===== config.mk =====
export PLATFORM = sky130hd
export DESIGN_NAME = head_matmul_scheduler
export DESIGN_NICKNAME = d
export VERILOG_FILES = /design/src/rtl/bridge_sched_pkg.sv /design/src/rtl/rr_arbiter.sv /design/src/rtl/head_matmul_scheduler.sv
export SDC_FILE = /design/constraint.sdc
export NUM_CORES = 1
export LEC_CHECK = 0
export ABC_AREA = 0
export ABC_CLOCK_PERIOD_IN_PS = 3700
export BUFFER_PORTS_ARGS = -buffer_cell sky130_fd_sc_hd__buf_2
export CAP_MARGIN = 20
export CELL_PAD_IN_SITES_DETAIL_PLACEMENT = 1
export CELL_PAD_IN_SITES_GLOBAL_PLACEMENT = 1
export CORE_ASPECT_RATIO = 2
export CORE_UTILIZATION = 44
export CTS_CLUSTER_DIAMETER = 30
export DETAILED_ROUTE_END_ITERATION = 8
export GPL_ROUTABILITY_DRIVEN = 0
export GPL_TIMING_DRIVEN = 0
export PLACE_DENSITY = 0.78
export SYNTH_ARGS = -nofsm -noshare
export SYNTH_HDL_FRONTEND = slang
export SYNTH_SLANG_ARGS = --single-unit

===== constraint.sdc =====
create_clock -name clk -period 3.7 [get_ports clk]
set_clock_uncertainty 0.1 [all_clocks]
set_input_delay 0.555 -clock clk [delete_from_list [all_inputs] [get_ports clk]]
set_output_delay 0.555 -clock clk [all_outputs]
set_load 0.005 [all_outputs]

===== src/rtl/bridge_sched_pkg.sv =====
// Shared types and default sizing for the bridge-buffer / matmul scheduler.
package bridge_sched_pkg;

  typedef enum logic [2:0] {
    IDLE,
    RESET,
    RUN,
    DRAIN,
    RELEASE
  } sched_state_t;

  localparam int NUM_HEADS       = 4;
  localparam int BLOCKS_PER_HEAD = 16;
  localparam int RST_CYCLES      = 2;

endpackage


===== src/rtl/rr_arbiter.sv =====
// Combinational round-robin pick: first asserted request at or after ptr_i.
module rr_arbiter #(
  parameter int N     = 4,
  parameter int IDX_W = 2
) (
  input  logic [N-1:0]     req_i,
  input  logic [IDX_W-1:0] ptr_i,
  output logic [N-1:0]     gnt_o,
  output logic [IDX_W-1:0] idx_o,
  output logic             any_o
);

  logic [IDX_W-1:0] cand;

  always_comb begin
    gnt_o = '0;
    idx_o = '0;
    any_o = 1'b0;
    cand  = '0;
    for (int unsigned i = 0; i < N; i++) begin
      cand = IDX_W'((32'(ptr_i) + i) % N);
      if (!any_o && req_i[cand]) begin
        gnt_o[cand] = 1'b1;
        idx_o       = cand;
        any_o       = 1'b1;
      end
    end
  end

endmodule


===== src/rtl/head_matmul_scheduler.sv =====
// Time-shares one matmul engine across per-head bridge buffers: arbitrates,
// sequences engine reset/enable, counts output blocks and releases each head.
module head_matmul_scheduler
  import bridge_sched_pkg::*;
#(
  parameter int NUM_HEADS       = bridge_sched_pkg::NUM_HEADS,
  parameter int BLOCKS_PER_HEAD = bridge_sched_pkg::BLOCKS_PER_HEAD,
  parameter int RST_CYCLES      = bridge_sched_pkg::RST_CYCLES,
  parameter int HEAD_IDX_W      = (NUM_HEADS > 1) ? $clog2(NUM_HEADS) : 1
) (
  input  logic                  clk,
  input  logic                  rst_n,
  input  logic [NUM_HEADS-1:0]  head_ready,
  input  logic                  acc_done_wrap,
  input  logic                  systolic_finish_wrap,
  output logic [NUM_HEADS-1:0]  head_grant,
  output logic [HEAD_IDX_W-1:0] head_sel,
  output logic [NUM_HEADS-1:0]  head_release,
  output logic                  mm_rst_n,
  output logic                  mm_reset_acc,
  output logic                  mm_en,
  output logic                  out_valid,
  output logic [HEAD_IDX_W-1:0] out_head,
  output logic                  busy
);

  localparam int BLK_W = $clog2(BLOCKS_PER_HEAD + 1);
  localparam int RST_W = (RST_CYCLES > 1) ? $clog2(RST_CYCLES) : 1;

  sched_state_t          state_q, state_d;
  logic [RST_W-1:0]      rst_cnt_q, rst_cnt_d;
  logic [BLK_W-1:0]      blk_cnt_q, blk_cnt_d;
  logic [HEAD_IDX_W-1:0] rr_ptr_q, rr_ptr_d;
  logic [NUM_HEADS-1:0]  head_grant_q, head_grant_d;
  logic [HEAD_IDX_W-1:0] head_sel_q, head_sel_d;
  logic [NUM_HEADS-1:0]  head_release_q, head_release_d;
  logic                  mm_rst_n_q, mm_rst_n_d;
  logic                  mm_reset_acc_q, mm_reset_acc_d;
  logic                  mm_en_q, mm_en_d;
  logic                  out_valid_q, out_valid_d;
  logic [HEAD_IDX_W-1:0] out_head_q, out_head_d;
  logic                  busy_q, busy_d;

  logic [NUM_HEADS-1:0]  arb_gnt;
  logic [HEAD_IDX_W-1:0] arb_idx;
  logic                  arb_any;

  rr_arbiter #(
    .N     (NUM_HEADS),
    .IDX_W (HEAD_IDX_W)
  ) u_arb (
    .req_i (head_ready),
    .ptr_i (rr_ptr_q),
    .gnt_o (arb_gnt),
    .idx_o (arb_idx),
    .any_o (arb_any)
  );

  always_comb begin
    state_d        = state_q;
    rst_cnt_d      = rst_cnt_q;
    blk_cnt_d      = blk_cnt_q;
    rr_ptr_d       = rr_ptr_q;
    head_grant_d   = head_grant_q;
    head_sel_d     = head_sel_q;
    out_head_d     = out_head_q;
    head_release_d = '0;
    mm_rst_n_d     = 1'b0;
    mm_reset_acc_d = 1'b0;
    mm_en_d        = 1'b0;
    out_valid_d    = 1'b0;

    unique case (state_q)
      IDLE: begin
        if (arb_any) begin
          state_d      = RESET;
          head_grant_d = arb_gnt;
          head_sel_d   = arb_idx;
          blk_cnt_d    = '0;
          rst_cnt_d    = '0;
        end
      end
      RESET: begin
        if (rst_cnt_q == RST_W'(RST_CYCLES - 1)) state_d = RUN;
        else rst_cnt_d = rst_cnt_q + 1'b1;
      end
      RUN: begin
        if (acc_done_wrap) begin
          out_valid_d = 1'b1;
          out_head_d  = head_sel_q;
          blk_cnt_d   = blk_cnt_q + 1'b1;
          if (blk_cnt_q == BLK_W'(BLOCKS_PER_HEAD - 1))
            state_d = systolic_finish_wrap ? RELEASE : DRAIN;
          else
            mm_reset_acc_d = 1'b1;
        end
      end
      DRAIN: begin
        if (systolic_finish_wrap) state_d = RELEASE;
      end
      RELEASE: begin
        state_d  = IDLE;
        rr_ptr_d = (32'(head_sel_q) == 32'(NUM_HEADS - 1)) ? '0 : head_sel_q + 1'b1;
      end
      default: state_d = IDLE;
    endcase

    // Outputs are registered, so they are decoded from the state being entered.
    unique case (state_d)
      IDLE: begin
        head_grant_d = '0;
        head_sel_d   = '0;
      end
      RESET:       mm_reset_acc_d = 1'b1;
      RUN, DRAIN: begin
        mm_rst_n_d = 1'b1;
        mm_en_d    = 1'b1;
      end
      RELEASE: begin
        mm_rst_n_d     = 1'b1;
        head_release_d = head_grant_q;
      end
      default: ;
    endcase

    busy_d = (state_d != IDLE);
  end

  always_ff @(posedge clk or negedge rst_n) begin
    if (!rst_n) begin
      state_q        <= IDLE;
      rst_cnt_q      <= '0;
      blk_cnt_q      <= '0;
      rr_ptr_q       <= '0;
      head_grant_q   <= '0;
      head_sel_q     <= '0;
      head_release_q <= '0;
      mm_rst_n_q     <= 1'b0;
      mm_reset_acc_q <= 1'b0;
      mm_en_q        <= 1'b0;
      out_valid_q    <= 1'b0;
      out_head_q     <= '0;
      busy_q         <= 1'b0;
    end else begin
      state_q        <= state_d;
      rst_cnt_q      <= rst_cnt_d;
      blk_cnt_q      <= blk_cnt_d;
      rr_ptr_q       <= rr_ptr_d;
      head_grant_q   <= head_grant_d;
      head_sel_q     <= head_sel_d;
      head_release_q <= head_release_d;
      mm_rst_n_q     <= mm_rst_n_d;
      mm_reset_acc_q <= mm_reset_acc_d;
      mm_en_q        <= mm_en_d;
      out_valid_q    <= out_valid_d;
      out_head_q     <= out_head_d;
      busy_q         <= busy_d;
    end
  end

  assign head_grant   = head_grant_q;
  assign head_sel     = head_sel_q;
  assign head_release = head_release_q;
  assign mm_rst_n     = mm_rst_n_q;
  assign mm_reset_acc = mm_reset_acc_q;
  assign mm_en        = mm_en_q;
  assign out_valid    = out_valid_q;
  assign out_head     = out_head_q;
  assign busy         = busy_q;

endmodule

After elaboration in Yosys (flattened, before gate mapping)
Cells that the tools add are included.
- register bits after elaboration: 28
- input bits: 8
- output and inout port bits: 17
- word-level logic and storage cells: 122
- $add $sub $neg: 6
- magnitude comparators: 8
- eq/ne operators: 12
- mux-type cells: 57
- bitwise operators: 3
- reductions and logical operators: 23
- operator list (operator ; number):
    $mux 4 ; 8
    $mux 1 ; 22
    $mux 3 ; 6
    $mux 2 ; 8
    $eq 3x2->1 const B ; 4
    $lt 2x3->1 const B ; 4
    $or 4x4->4 ; 3
    $pmux 3 s4 ; 1
    $mux 5 ; 2
    $pmux 5 s2 ; 1
    $bmux 1 s2 ; 4
    $demux 1 s2 ; 4
    $ge 2x1->1 const B ; 4
    $reduce_bool 2->1 ; 4
    $logic_and 1x1->1 ; 7
    $eq 3x1->1 const B ; 2
    $eq 3x3->1 const B ; 2
    $logic_not 3->1 ; 2
    $reduce_and 2->1 ; 3
    $add 5x1->5 const B ; 1
    $eq 5x4->1 const B ; 1
    $add 2x1->2 const B ; 2
    $add 2x2->2 const B ; 2
    $ne 2x2->1 const B ; 2
    8 further kinds ; 10

Longest topological paths before layout
- depth in word-level cells: 17
- mapped depth: 9
- depth with buffers taken out: 7

Modules after synthesis
From an unflattened synthesis, not the netlist that was laid out.
- cell total of the unflattened synthesis: 152
- area, all modules: 1640.3 sq um
- modules (own cells, without submodules) (module ; times used ; cells each ; area an instance (sq um) ; sequential area each (sq um)):
    head_matmul_scheduler ; 1 ; 107 ; 1221.2 ; 700.7
    rr_arbiter ; 1 ; 45 ; 419.2 ; 0.0

Worst setup path before layout
Ideal clock, no wire load.
- path kind: reg2reg
- start point: register rr_ptr_q[0]
- end point: register busy_q (netlist: busy)
- setup time: 137 ps
- arrival time: 2455 ps
- data required time: 3463 ps
- setup slack: 1008 ps
- stages on the path, launching flop included: 9
- path buffers: 2
- period minus slack after synthesis: 2692 ps
- path through: dfrtp_1 buf_4 buf_2 inv_1 ha_1 mux4_2 nor3_2 a2111o_2 o21ai_0
- word-level cells in the longest chain between the ends: 15
- elaborated cells between the ends (all ways): 24
- those cells by class: add/sub (3); mux (14); reduce/logical (7)
- RTL lines (item ; line ; text):
    from (decl) ; head_matmul_scheduler.sv:33 ; logic [HEAD_IDX_W-1:0] rr_ptr_q, rr_ptr_d;
    from (signal assigned) ; head_matmul_scheduler.sv:148 ; rr_ptr_q <= rr_ptr_d;
    branches (longest 11 deep; another with $add 2x1->2) ; - ;
    $mux 1 * ; rr_arbiter.sv:22 ; if (!any_o && req_i[cand]) begin
    $mux 3 * ; head_matmul_scheduler.sv:75 ; if (arb_any) begin
    $pmux 3 s4 * ; head_matmul_scheduler.sv:73 ; unique case (state_q)
    $reduce_bool 3->1 * ; head_matmul_scheduler.sv:126 ; busy_d = (state_d != IDLE);
    named net busy_d ; head_matmul_scheduler.sv:42 ; logic busy_q, busy_d;
    to (signal assigned) ; head_matmul_scheduler.sv:157 ; busy_q <= busy_d;
    to (decl) ; head_matmul_scheduler.sv:42 ;
Mark *: on every way through the listed nets, which the timed path passes. The select of a mux whose other input is x is not followed.
A chain may end at the register's enable or synchronous reset.

Worst setup path in the final report
- start point: register rr_ptr_q[0]
- end point: register blk_cnt_q[0]
- word-level cells in the longest chain between the ends: 14
- elaborated cells between the ends (all ways): 23
- those cells by class: add/sub (3); eq/ne (1); mux (12); reduce/logical (7)
- RTL lines (item ; line ; text):
    branches (longest 11 deep; another with $add 2x1->2) ; - ;
    $mux 1 * ; rr_arbiter.sv:22 ;
    $ne 2x2->1 (no source line) * ; - ;
    $reduce_and 3->1 (no source line) * ; - ;
    to (signal assigned) ; head_matmul_scheduler.sv:147 ; blk_cnt_q <= blk_cnt_d;
    to (decl) ; head_matmul_scheduler.sv:32 ; logic [BLK_W-1:0] blk_cnt_q, blk_cnt_d;
Every way passes the cells marked *. The select of a mux whose other input is x is not followed.

==> results by group <==
Worst setup path
  – Required time of the worst setup path: 3.78 ns
  – Cell family contributing the most delay on the critical path: buffers and inverters
  – Critical path's slowest cell: dfrtp_1
  – Cells along the critical path: buf_4 > buf_2 > inv_1 > ha_1 > mux4_2 > nor3_2 > a2111o_2 > nand3_1 > o21ai_0
  – Largest stage delay, worst path: 0.58 ns
  – Critical setup path kind: flop to flop
  – Worst Path Buf+Inv: 3
  – Critical Path Fanout Max: 10
  – CP endpoint kind: flop
  – Data arrival, critical path: 3.41 ns
  – Crit start category: flop

Routing
  – Residual DRC: 0
  – Via-per-instance ratio: 5.79
  – DRT Wirelength: 4300 um
  – 1st-iter DRT viols: 3
  – Vias after detailed routing: 1,448
  – Routed WL per cell: 17.2 um
  – Residual antenna-violating net count after detailed routing: 0
  – Number of search-and-repair iterations in the first detailed-routing pass: 4

Die
  – Num ports: 25
  – Placement row count: 31
  – Die Outline Area: 4180 um2
  – Die Width: 46.2 um
  – CORE AREA: 3680 um2
  – Starting utilization of the core area: 0.468
  – Die Ht: 90.5 um

Timing
  – Unrepaired setup endpoints after global routing: no
  – Slew at the pin closest to its max-slew limit: 0.633 ns
  – Final critical-path share of the clock period: 0.901
  – Number of pins exceeding their max-slew limit in the final report: 0
  – Final setup violating endpoints: 0
  – Crit path time final: 3.33 ns
  – Worst slew margin relative to its limit: 0.577
  – Maximum clock rate: 300 MHz
  – Final sum of negative setup slack: 0 ns
  – Final WS setup: 0.366 ns
  – Final Hold Viols: 0

Clock network
  – Clock edge transition at the registers on the reported setup and hold paths: 0.09 ns
  – Clock tree sinks: 28
  – CTS H-tree depth: 1
  – Worst skew pair latency: 0.27 ns
  – Number of setup buffers added after CTS: 0
  – Post-cts repair resize count: 0
  – Number of buffers created by CTS: 3
  – CTS tree: done
  – Number of buffers inserted by hold repair at cts: 0
  – Cell at the root of the clock tree: clkbuf_8
  – Max clock buf depth: 2

GRT
  – Largest net degree at the start of global routing: 29
  – Wire length of the first global-routing pass: 6940 um
  – Total global routing track utilization: 0.222
  – GRT Residual Overflow: 0
  – Vias in the first global route: 1,601
  – Antenna violations before repair: 0

Final layout
  – N_diodes: 0
  – Total Nets Final: 221
  – Area added between synthesis and finish: 14.7%
  – Final instance area: 1980 um2
  – Number of fill cells in the layout: 437
  – Final core area utilization: 0.536
  – Layout cells sized above 1: 0.224

Place
  – Detailed Place HPWL: 3450 um
  – Worst slack at placement: 0.475 ns
  – IO buf count: 24
  – Post-placement cell area: 1900 um2

Synthesis
  – Share of synthesized flip-flops with an asynchronous set or reset: 1.00
  – Syn Inst Count: 173
  – Number of synthesized flops with an enable pin: 0
  – Syn nets: 192
  – Synthesized area: 1720 um2
  – Warnings from Yosys: 0
  – Number of library cell types mapped by synthesis: 43
  – Sequential fraction of the synthesis area: 0.407
  – Commonest register cell after synthesis: dfrtp_1
  – Synthesized area divided by synthesized cell count: 9.96 um2
  – #FFs+latches synth: 28

Hold path
  – Hold Path Class: input port to asynchronous set/reset pin

Power
  – Leakage component of the power: 0.951 nW
  – Max IR drop VDD: 0.399 mV
  – Power density normalized to cell area: 834 nW/um2

Job
  – Total of max-cap violations: 0

Status
  – Result of the run: finished clean
==> power breakdown <==
group	switching, mW	internal (mW)	total (mW)
registers	0.0894	0.407	0.497
logic	0.513	0.401	0.915
clock network	0.0920	0.145	0.237
total	0.695	0.954	1.65
==> state kept, by name, indices dropped and copies added, names as in the netlist <==
| signal | count |
|---|---|
| blk_cnt_q | 5 |
| busy | 1 |
| head_grant | 4 |
| head_release | 4 |
| head_sel | 2 |
| mm_en | 1 |
| mm_reset_acc | 1 |
| mm_rst_n | 1 |
| out_head | 2 |
| out_valid | 1 |
| rr_ptr_q | 2 |
| rst_cnt_q | 1 |
| state_q | 3 |
==> cell type report <==
cell class / instances / area, um2 / area share
Clock buffer: 3 / 41.3 / 0.0209
Buffer: 8 / 45.0 / 0.0228
Tap cell: 49 / 61.3 / 0.0310
Inverter: 6 / 22.5 / 0.0114
Sequential cell: 28 / 701 / 0.355
Multi-Input combinational cell: 131 / 955 / 0.483
Timing Repair Buffer: 24 / 120 / 0.0608
Clock inverter: 1 / 30.0 / 0.0152
==> routing by layer <==
layer,track usage,vias to the layer above,routed length (um)
met3,0.0160,17,100
met4,0.125,0,154
met1,0.200,727,1460
met5,0,-,0
met2,0.427,30,2590
li1,-,674,-
==> cell families (layout without fill, tap and decap cells) <==
logic type | Yosys count | count (layout) | share of synthesized area
and+or+nand+nor | 66 | 66 | 0.200
muxes | 13 | 13 | 0.105
AOI/OAI and AO/OA | 38 | 38 | 0.154
DFF | 28 | 28 | 0.407
xor gates and xnor gates | 3 | 3 | 0.0153
buffers and inverters | 14 | 42 | 0.0392
adders and majority gates | 11 | 11 | 0.0799
==> path summary, 6_finish.rpt <==
kind,depth (start not counted),slack (ns),from,to
max in group asynchronous,1,2.92,rst_n,state_q[1]
max,9,0.37,rr_ptr_q[0],blk_cnt_q[0]
min,1,0.18,rst_n,head_grant[3]
min reg2reg,2,0.38,out_head[0],out_head[0]
max reg2reg,9,0.37,rr_ptr_q[0],blk_cnt_q[0]
min in group clk,2,0.38,out_head[0],out_head[0]
==> layout by cell type, fill, tap and decap left out, drive strengths merged, types with 2 or more instances in the layout <==
| cell type | synthesis | layout |
|---|---|---|
| nor2 | 11 | 11 |
| a2bb2oi | 4 | 4 |
| ha | 11 | 11 |
| xor2 | 2 | 2 |
| and3 | 5 | 5 |
| nand2b | 6 | 6 |
| mux4 | 3 | 3 |
| mux2 | 5 | 5 |
| clkbuf | 3 | 6 |
| nor2b | 4 | 4 |
| a2111oi | 5 | 5 |
| nand2 | 22 | 22 |
| nand3 | 2 | 2 |
| buf | 5 | 29 |
| inv | 6 | 6 |
| nor3b | 6 | 6 |
| and2 | 4 | 4 |
| mux2i | 5 | 5 |
| a21oi | 4 | 4 |
| o22ai | 5 | 5 |
| o21ai | 13 | 13 |
| dfrtp | 28 | 28 |
==> Yosys cell counts, types with 2 or more instances <==
master,instances,area share
nand2_1,22,0.048
nor2b_1,4,0.015
nor3b_1,6,0.026
nor2_1,11,0.024
nand3_1,2,0.0058
inv_1,6,0.013
mux4_2,2,0.026
xor2_1,2,0.010
and2_1,4,0.015
o21ai_1,5,0.015
and3_1,5,0.018
a21oi_1,3,0.0087
a2bb2oi_1,4,0.020
a2111oi_0,4,0.020
buf_2,3,0.0087
clkbuf_1,3,0.0065
mux2_2,4,0.026
o22ai_1,5,0.018
nand2b_1,6,0.022
o21ai_0,8,0.023
dfrtp_1,28,0.41
mux2i_1,5,0.029
ha_1,11,0.080
==> through the flow <==
stage | hold WS, ns | std cells | power, mW
after floorplan | 0.159 | 173 | 1.13
final | 0.182 | 250 | 1.65
after global placement | 0.353 | 246 | 1.35
after detailed placement | 0.370 | 246 | 1.42
after CTS | 0.201 | 250 | 1.66
after global routing | 0.235 | 250 | 1.76
(Power assumes the default switching activity.)
